--- src/rtl/vga_enh_top_wrap.sv ---
// vga_enh_top_wrap
// Single-clock VGA/LCD controller. A Wishbone slave register file holds the
// configuration. A Wishbone master fetches 24-bit pixels into a small FIFO,
// and a timing generator drives the FIFO contents out as RGB with
// hsync/vsync/blank.
// Ports:
//   wb_clk, wb_rst         : clock, asynchronous active-high reset
//   wbs_*                  : slave register interface (ack/err one cycle after stb&cyc)
//   wbm_*                  : master read interface (single classic reads)
//   wb_inta_o              : level interrupt (vsync / underrun)
//   hsync/vsync/blank_pad_o: sync outputs after the polarity XOR
//   r/g/b_pad_o            : pixel colour
module vga_enh_top_wrap #(
  parameter int PIX_DIV    = 4,
  parameter int FIFO_DEPTH = 16
) (
  input  logic        wb_clk,
  input  logic        wb_rst,
  input  logic [11:0] wbs_adr_i,
  input  logic [31:0] wbs_dat_i,
  output logic [31:0] wbs_dat_o,
  input  logic [3:0]  wbs_sel_i,
  input  logic        wbs_we_i,
  input  logic        wbs_stb_i,
  input  logic        wbs_cyc_i,
  output logic        wbs_ack_o,
  output logic        wbs_err_o,
  output logic [31:0] wbm_adr_o,
  input  logic [31:0] wbm_dat_i,
  output logic [3:0]  wbm_sel_o,
  output logic [2:0]  wbm_cti_o,
  output logic        wbm_we_o,
  output logic        wbm_stb_o,
  output logic        wbm_cyc_o,
  input  logic        wbm_ack_i,
  input  logic        wbm_err_i,
  output logic        wb_inta_o,
  output logic        hsync_pad_o,
  output logic        vsync_pad_o,
  output logic        blank_pad_o,
  output logic [7:0]  r_pad_o,
  output logic [7:0]  g_pad_o,
  output logic [7:0]  b_pad_o
);
  localparam int AW = $clog2(FIFO_DEPTH);
  localparam int DW = $clog2(PIX_DIV);

  // ---------------- slave register file ----------------
  logic [31:0] ctrl_q, htim_q, vtim_q, hvlen_q, vbara_q, wbs_dat_q, rd_mux;
  logic        sint_q, vint_q, sint_d, vint_d, wbs_ack_q, wbs_err_q;
  logic        req, adr_ok, wr, frame_start, underrun;
  logic [2:0]  reg_idx;
  logic        ven, vie, sie, hpol, vpol, bpol;

  assign {bpol, vpol, hpol} = ctrl_q[6:4];
  assign {sie, vie, ven}    = ctrl_q[2:0];

  // Reject the cycle after ack/err so a held strobe yields one-cycle terminations.
  assign req     = wbs_stb_i & wbs_cyc_i & ~wbs_ack_q & ~wbs_err_q;
  assign adr_ok  = (wbs_adr_i[11:2] <= 10'd5);
  assign reg_idx = wbs_adr_i[4:2];
  assign wr      = req & adr_ok & wbs_we_i;

  always_comb begin
    rd_mux = 32'd0;
    case (reg_idx)
      3'd0:    rd_mux = ctrl_q;
      3'd1:    rd_mux = {30'd0, vint_q, sint_q};
      3'd2:    rd_mux = htim_q;
      3'd3:    rd_mux = vtim_q;
      3'd4:    rd_mux = hvlen_q;
      3'd5:    rd_mux = vbara_q;
      default: rd_mux = 32'd0;
    endcase
  end

  // Write-1-clear, with a same-cycle set event taking priority.
  assign sint_d = (sint_q & ~(wr && reg_idx == 3'd1 && wbs_dat_i[0])) | underrun;
  assign vint_d = (vint_q & ~(wr && reg_idx == 3'd1 && wbs_dat_i[1])) | frame_start;

  always_ff @(posedge wb_clk or posedge wb_rst) begin
    if (wb_rst) begin
      ctrl_q <= '0; htim_q <= '0; vtim_q <= '0; hvlen_q <= '0; vbara_q <= '0;
      sint_q <= 1'b0; vint_q <= 1'b0;
      wbs_ack_q <= 1'b0; wbs_err_q <= 1'b0; wbs_dat_q <= '0;
    end else begin
      wbs_ack_q <= req & adr_ok;
      wbs_err_q <= req & ~adr_ok;
      wbs_dat_q <= (req & adr_ok) ? rd_mux : 32'd0;
      sint_q    <= sint_d;
      vint_q    <= vint_d;
      if (wr) begin
        case (reg_idx)
          3'd0:    ctrl_q  <= wbs_dat_i;
          3'd2:    htim_q  <= wbs_dat_i;
          3'd3:    vtim_q  <= wbs_dat_i;
          3'd4:    hvlen_q <= wbs_dat_i;
          3'd5:    vbara_q <= {wbs_dat_i[31:2], 2'b00};
          default: ;
        endcase
      end
    end
  end

  // ---------------- timing generator ----------------
  logic [DW-1:0] pdiv_q;
  logic [15:0]   hcnt_q, vcnt_q;
  logic          pix_en, visible;
  logic [1:0]    sync_raw, vis_raw;

  assign pix_en = ven & (pdiv_q == DW'(PIX_DIV - 1));

  // Index 0 is the horizontal axis (pixels), index 1 the vertical axis (lines).
  for (genvar gi = 0; gi < 2; gi++) begin : g_axis
    logic [31:0] tim;
    logic [16:0] cnt, sync_end, vis_beg, vis_end;
    assign tim      = (gi == 0) ? htim_q : vtim_q;
    assign cnt      = 17'((gi == 0) ? hcnt_q : vcnt_q);
    assign sync_end = 17'(tim[31:24]) + 17'd1;
    assign vis_beg  = sync_end + 17'(tim[23:16]) + 17'd1;
    assign vis_end  = vis_beg + 17'(tim[15:0]) + 17'd1;
    assign sync_raw[gi] = (cnt < sync_end);
    assign vis_raw[gi]  = (cnt >= vis_beg) && (cnt < vis_end);
  end

  assign visible     = &vis_raw;
  assign frame_start = pix_en & (hcnt_q == 16'd0) & (vcnt_q == 16'd0);

  always_ff @(posedge wb_clk or posedge wb_rst) begin
    if (wb_rst) begin
      pdiv_q <= '0; hcnt_q <= '0; vcnt_q <= '0;
    end else if (!ven) begin
      pdiv_q <= '0; hcnt_q <= '0; vcnt_q <= '0;
    end else begin
      pdiv_q <= pix_en ? '0 : pdiv_q + DW'(1);
      if (pix_en) begin
        // >= rather than == so a shrunk total while running still wraps.
        if (hcnt_q >= hvlen_q[31:16]) begin
          hcnt_q <= '0;
          vcnt_q <= (vcnt_q >= hvlen_q[15:0]) ? 16'd0 : vcnt_q + 16'd1;
        end else begin
          hcnt_q <= hcnt_q + 16'd1;
        end
      end
    end
  end

  // ---------------- pixel FIFO ----------------
  logic [23:0]   fifo_mem [FIFO_DEPTH];
  logic [AW-1:0] wr_ptr_q, rd_ptr_q;
  logic [AW:0]   fcnt_q;
  logic          push, pop, flush, fifo_empty, fifo_room;
  logic [23:0]   push_data;

  assign fifo_empty = (fcnt_q == '0);
  assign fifo_room  = (fcnt_q < (AW+1)'(FIFO_DEPTH));
  assign flush      = ~ven | frame_start;
  assign pop        = pix_en & visible & ~fifo_empty;
  assign underrun   = pix_en & visible & fifo_empty;

  always_ff @(posedge wb_clk) begin
    if (push) fifo_mem[wr_ptr_q] <= push_data;
  end

  always_ff @(posedge wb_clk or posedge wb_rst) begin
    if (wb_rst) begin
      wr_ptr_q <= '0; rd_ptr_q <= '0; fcnt_q <= '0;
    end else if (flush) begin
      wr_ptr_q <= '0; rd_ptr_q <= '0; fcnt_q <= '0;
    end else begin
      if (push) wr_ptr_q <= wr_ptr_q + AW'(1);
      if (pop)  rd_ptr_q <= rd_ptr_q + AW'(1);
      fcnt_q <= fcnt_q + (AW+1)'(push) - (AW+1)'(pop);
    end
  end

  // ---------------- fetch engine ----------------
  logic        cyc_q, discard_q, term;
  logic [31:0] adr_q, rem_q, rem_init;

  assign term      = cyc_q & (wbm_ack_i | wbm_err_i);
  assign push      = term & ~discard_q & ven;
  assign push_data = wbm_ack_i ? wbm_dat_i[23:0] : 24'd0;
  assign rem_init  = (32'(htim_q[15:0]) + 32'd1) * (32'(vtim_q[15:0]) + 32'd1);

  always_ff @(posedge wb_clk or posedge wb_rst) begin
    if (wb_rst) begin
      cyc_q <= 1'b0; discard_q <= 1'b0; adr_q <= '0; rem_q <= '0;
    end else begin
      if (cyc_q) begin
        if (term) begin
          cyc_q     <= 1'b0;
          discard_q <= 1'b0;
          if (!discard_q) begin
            adr_q <= adr_q + 32'd4;
            rem_q <= rem_q - 32'd1;
          end
        end
      end else if (ven && rem_q != 32'd0 && fifo_room) begin
        cyc_q <= 1'b1;
      end
      // A read still outstanding at frame start belongs to the old frame:
      // let it complete on the bus but drop its data and bookkeeping.
      if (frame_start) begin
        adr_q     <= vbara_q;
        rem_q     <= rem_init;
        discard_q <= cyc_q & ~term;
      end
    end
  end

  // ---------------- display outputs ----------------
  logic hs_q, vs_q, bl_q;
  logic [23:0] rgb_q;

  always_ff @(posedge wb_clk or posedge wb_rst) begin
    if (wb_rst) begin
      hs_q <= 1'b0; vs_q <= 1'b0; bl_q <= 1'b0; rgb_q <= '0;
    end else if (!ven) begin
      hs_q <= hpol; vs_q <= vpol; bl_q <= bpol; rgb_q <= '0;
    end else if (pix_en) begin
      hs_q  <= sync_raw[0] ^ hpol;
      vs_q  <= sync_raw[1] ^ vpol;
      bl_q  <= ~visible ^ bpol;
      rgb_q <= pop ? fifo_mem[rd_ptr_q] : 24'd0;
    end
  end

  logic unused_bits;
  assign unused_bits = &{1'b0, wbs_sel_i, wbs_adr_i[1:0], wbm_dat_i[31:24]};

  assign wbs_dat_o   = wbs_dat_q;
  assign wbs_ack_o   = wbs_ack_q;
  assign wbs_err_o   = wbs_err_q;
  assign wbm_adr_o   = adr_q;
  assign wbm_sel_o   = 4'hF;
  assign wbm_cti_o   = 3'b000;
  assign wbm_we_o    = 1'b0;
  assign wbm_stb_o   = cyc_q;
  assign wbm_cyc_o   = cyc_q;
  assign wb_inta_o   = (vint_q & vie) | (sint_q & sie);
  assign hsync_pad_o = hs_q;
  assign vsync_pad_o = vs_q;
  assign blank_pad_o = bl_q;
  assign {r_pad_o, g_pad_o, b_pad_o} = rgb_q;
endmodule

--- config.mk ---
export PLATFORM = sky130hd
export DESIGN_NAME = vga_enh_top_wrap
export DESIGN_NICKNAME = d
export VERILOG_FILES = /design/src/rtl/vga_enh_top_wrap.sv
export SDC_FILE = /design/constraint.sdc
export NUM_CORES = 2
export LEC_CHECK = 0
export CAP_MARGIN = 20
export CORE_MARGIN = 1
export CORE_UTILIZATION = 50
export CTS_CLUSTER_SIZE = 10
export DETAILED_ROUTE_END_ITERATION = 10
export DONT_BUFFER_PORTS = 1
export PLACE_DENSITY = 0.64
export SETUP_SLACK_MARGIN = 0.3
export SKIP_CTS_REPAIR_TIMING = 1
export SLEW_MARGIN = 15
export SYNTH_ARGS = -nofsm -noshare
export SYNTH_HDL_FRONTEND = slang
export SYNTH_SLANG_ARGS = --single-unit
export TNS_END_PERCENT = 1
--- constraint.sdc ---
create_clock -name wb_clk -period 10.62 [get_ports wb_clk]
set_input_delay 2.124 -clock wb_clk [delete_from_list [all_inputs] [get_ports wb_clk]]
set_output_delay 2.124 -clock wb_clk [all_outputs]
set_load 0.005 [all_outputs]
==> flow_summary.yaml <==
outcome:
  outcome: "completed"
logic_synthesis:
  synth_top_area_cell: "edfxtp_1"
  synth-seq-cells: 716
  synthFlopType: "edfxtp_1"
  async_reset_ff_frac: 0.464
  synth_commonest_cells: "inv_1, edfxtp_1, nand2_1"
  synth_edf_count: 384
  yosys_warnings: 0
  synth-compound-area-share: 0.0679
  yosysUniqueCellTypes: 81
  avgSynthCellArea_um2: 11.8
  synthXorXnorAreaFrac: 0.0385
  synthMuxAreaShare: 0.110
  synth-adder-area-share: 0.176
  synth_area_leaders: "edfxtp_1, dfrtp_1, fa_1, ha_1, mux4_2"
  seq_area_frac_synth: 0.451
  synthCells: 3723
  syn_area_mm2: 0.0440
  synth_top_area_frac: 0.262
  synth-simple-area-share: 0.104
  synth_top_family_by_area: "adder cells"
  synth.most_common_cell: "inv_1"
global_route:
  grt_pass1_vias: 28800
  grt_use_total: 0.264
  grt_start_max_net_pins: 146
  grt_pass1_wl_um: 177000
  antenna_found_initial: 12
  overflow: 0
layout:
  syn2layout_area_growth_pct: 9.33
  fin_nets: 4294
  fin_area_mm2: 0.0481
  instances_no_fill: 4944
  final_layout_size_suffix_gt1_frac: 0.102
  multiInputGateArea_mm2: 0.0220
  fill_cells: 7307
  regArea_mm2: 0.0198
placed_design:
  io_buffers: 0
  post-place-ws_ps: 1890
  dp.cells: 4789
  routabilityCongestion: 0.930
  placed_area_mm2: 0.0454
  dp_hpwl_um: 81200
sta:
  worst_slack_ps: 1840
  slew_headroom: 0.268
  period_share: 0.827
  tns_ps: 0
  finalSetupViolCount: 0
  tightestPinTransition_ps: 1100
  finalCriticalPeriod_ps: 8780
  rsz0062_at_grt: "no"
  fmax_mhz: 114
  skew_ps: 70.5
  hold_viol_final: 0
  maxSlewViolCount: 0
setup_path:
  cpPeakStageDelay_ps: 790
  reg2reg_depth: 26
  crit_slowest_cell: "xnor2_2"
  crit_buf_inv: 5
  reg2reg_from: "g_axis[0].tim[0]$_DFFE_PP0P_"
  crit_path_end: "rem_q[27]$_DFFE_PP0P_"
  r2r_end: "rem_q[27]$_DFFE_PP0P_"
  crit_family: "adder cells"
  cp-startpoint: "g_axis[0].tim[0]$_DFFE_PP0P_"
  worst-path-stages: 26
  crit_top_cell: "fa_1"
  crit_type: "reg -> reg"
  worstPathArrival_ps: 9360
  crit_required_ps: 11200
  r2r_slack_ps: 1840
  start_kind: "flop"
  cp-end-kind: "flop"
  path_max_fanout: 14
routing:
  vias: 28600
  wire_per_inst_um: 23.4
  finalWirelength_um: 116000
  drt-pass1-iter-count: 6
  vias_per_cell: 5.79
  postRouteAntennaNets: 0
  drc_errors: 0
  drt_iter0_drc: 2378
clock_tree:
  h-tree-depth: 3
  clock_path_buffers: 3
  clock-root-buffer: "clkbuf_16"
  cts_inserted_buffers: 86
  clk_latency_ps: 700
  cts.sinks: 716
  cts_tree: "yes"
  clkTransAtPathRegs_ps: 60
pwr:
  pwr-share-clk: 0.474
  power.density_mw_per_mm2: 121
  p_int_mw: 4.53
  combPwrFrac: 0.016
  ir_drop_mv: 0.182
  p_seq_frac: 0.509
  design_power_total_mw: 5.81
  p_switching_mw: 1.28
  p_leak_nw: 20.3
  switching_share: 0.220
job:
  maxCapViolations: 0
die:
  start_util: 0.506
  core.rowCount: 108
  dieArea_mm2: 0.0891
  fp.dieW_um: 299
  core-area_mm2: 0.0869
  io_pins: 191
  die_h_um: 299
worst_hold_path:
  hold_path.class: "reg -> reg"
-- metal layers --
metal | global-route usage | up-vias | part of all wire
met3 | 0.0702 | 189 | 0.086
met5 | 0 | - | 0.00094
li1 | - | 13000 | -
met1 | 0.368 | 14500 | 0.43
met4 | 0.0836 | 18 | 0.027
met2 | 0.402 | 952 | 0.45
-- worst min path at each step --
stage,slack (ps),end,from,cells past startpoint
6_report,430,pdiv_q[0]$_DFF_PP0_,pdiv_q[0]$_DFF_PP0_,1
5_1_grt,450,pdiv_q[0]$_DFF_PP0_,pdiv_q[0]$_DFF_PP0_,1
4_1_cts,430,pdiv_q[0]$_DFF_PP0_,pdiv_q[0]$_DFF_PP0_,1
3_5_place_dp,420,pdiv_q[0]$_DFF_PP0_,pdiv_q[0]$_DFF_PP0_,1
3_3_place_gp,420,pdiv_q[0]$_DFF_PP0_,pdiv_q[0]$_DFF_PP0_,1
2_1_floorplan,400,pdiv_q[0]$_DFF_PP0_,pdiv_q[0]$_DFF_PP0_,1
-- metrics by stage --
step                hold WS (ps)   util
finish                       429  0.553
CTS                          432  0.553
detailed placement           424  0.523
global route                 452  0.553
global placement             415  0.523
floorplan                    403      -
-- kinds of logic after synthesis --
kind of cell / after synthesis
multiplexers: 314
adder cells (fa/ha/maj): 483
AND/OR/NAND/NOR: 958
buffers and inverters: 583
AO/OA/AOI/OAI: 474
flip-flops: 716
XOR/XNOR: 193
other: 2
-- state kept, by name, summed over array words and instances (netlist names), 24 cells and up --
register,flops
rgb_q,24
rem_q,32
wbs_dat_o,32
g_axis.tim,64
vbara_q,30
wbm_adr_o,30
hvlen_q,32
ctrl_q,32
fifo_mem,384
-- final cells by class --
type	count	share of cell area
diodes	3	0.000156
clock buffers	132	0.0484
clock inverters	18	0.00568
inverters	411	0.0322
multi-input cells	2432	0.458
flip-flops and latches	716	0.413
well taps	1155	0.0301
repair buffers	77	0.0127
-- power groups by stage --
stage	registers (mW)	logic (mW)	clock network, mW
after detailed placement	3.01	0.0969	0
after floorplan	3.01	0.0722	0
after global placement	3.01	0.0951	0
after CTS	2.96	0.0971	2.81
after global routing	2.96	0.108	2.91
final	2.96	0.0956	2.76
-- cell usage in the layout, fill, tap and decap left out, types with 10 or more instances in the layout --
master,synthesis,layout
nand2_1,361,358
o211ai_1,19,19
mux4_2,120,120
dfrtp_1,332,329
xnor2_1,93,90
clkbuf_16,0,86
o21a_1,19,19
and3_1,36,36
mux2i_1,34,34
a31oi_1,15,15
buf_4,11,74
or3_1,14,14
nor4_1,24,20
nand4_1,32,32
conb_1,2,10
edfxtp_1,384,384
mux2_2,35,35
a21o_1,40,40
nand3_1,70,69
ha_1,255,255
clkbuf_1,112,46
or4_1,10,10
o21ai_1,37,37
nand2b_1,24,24
a21oi_1,126,126
xor2_1,100,96
a22oi_1,35,35
nor2b_1,26,26
fa_1,228,228
a22o_1,18,18
o21ai_0,97,97
mux2_1,125,125
nor3_1,36,35
inv_1,410,409
nor2_1,215,210
and2_1,71,71
No activity file was read; power rests on OpenSTA's default activity.
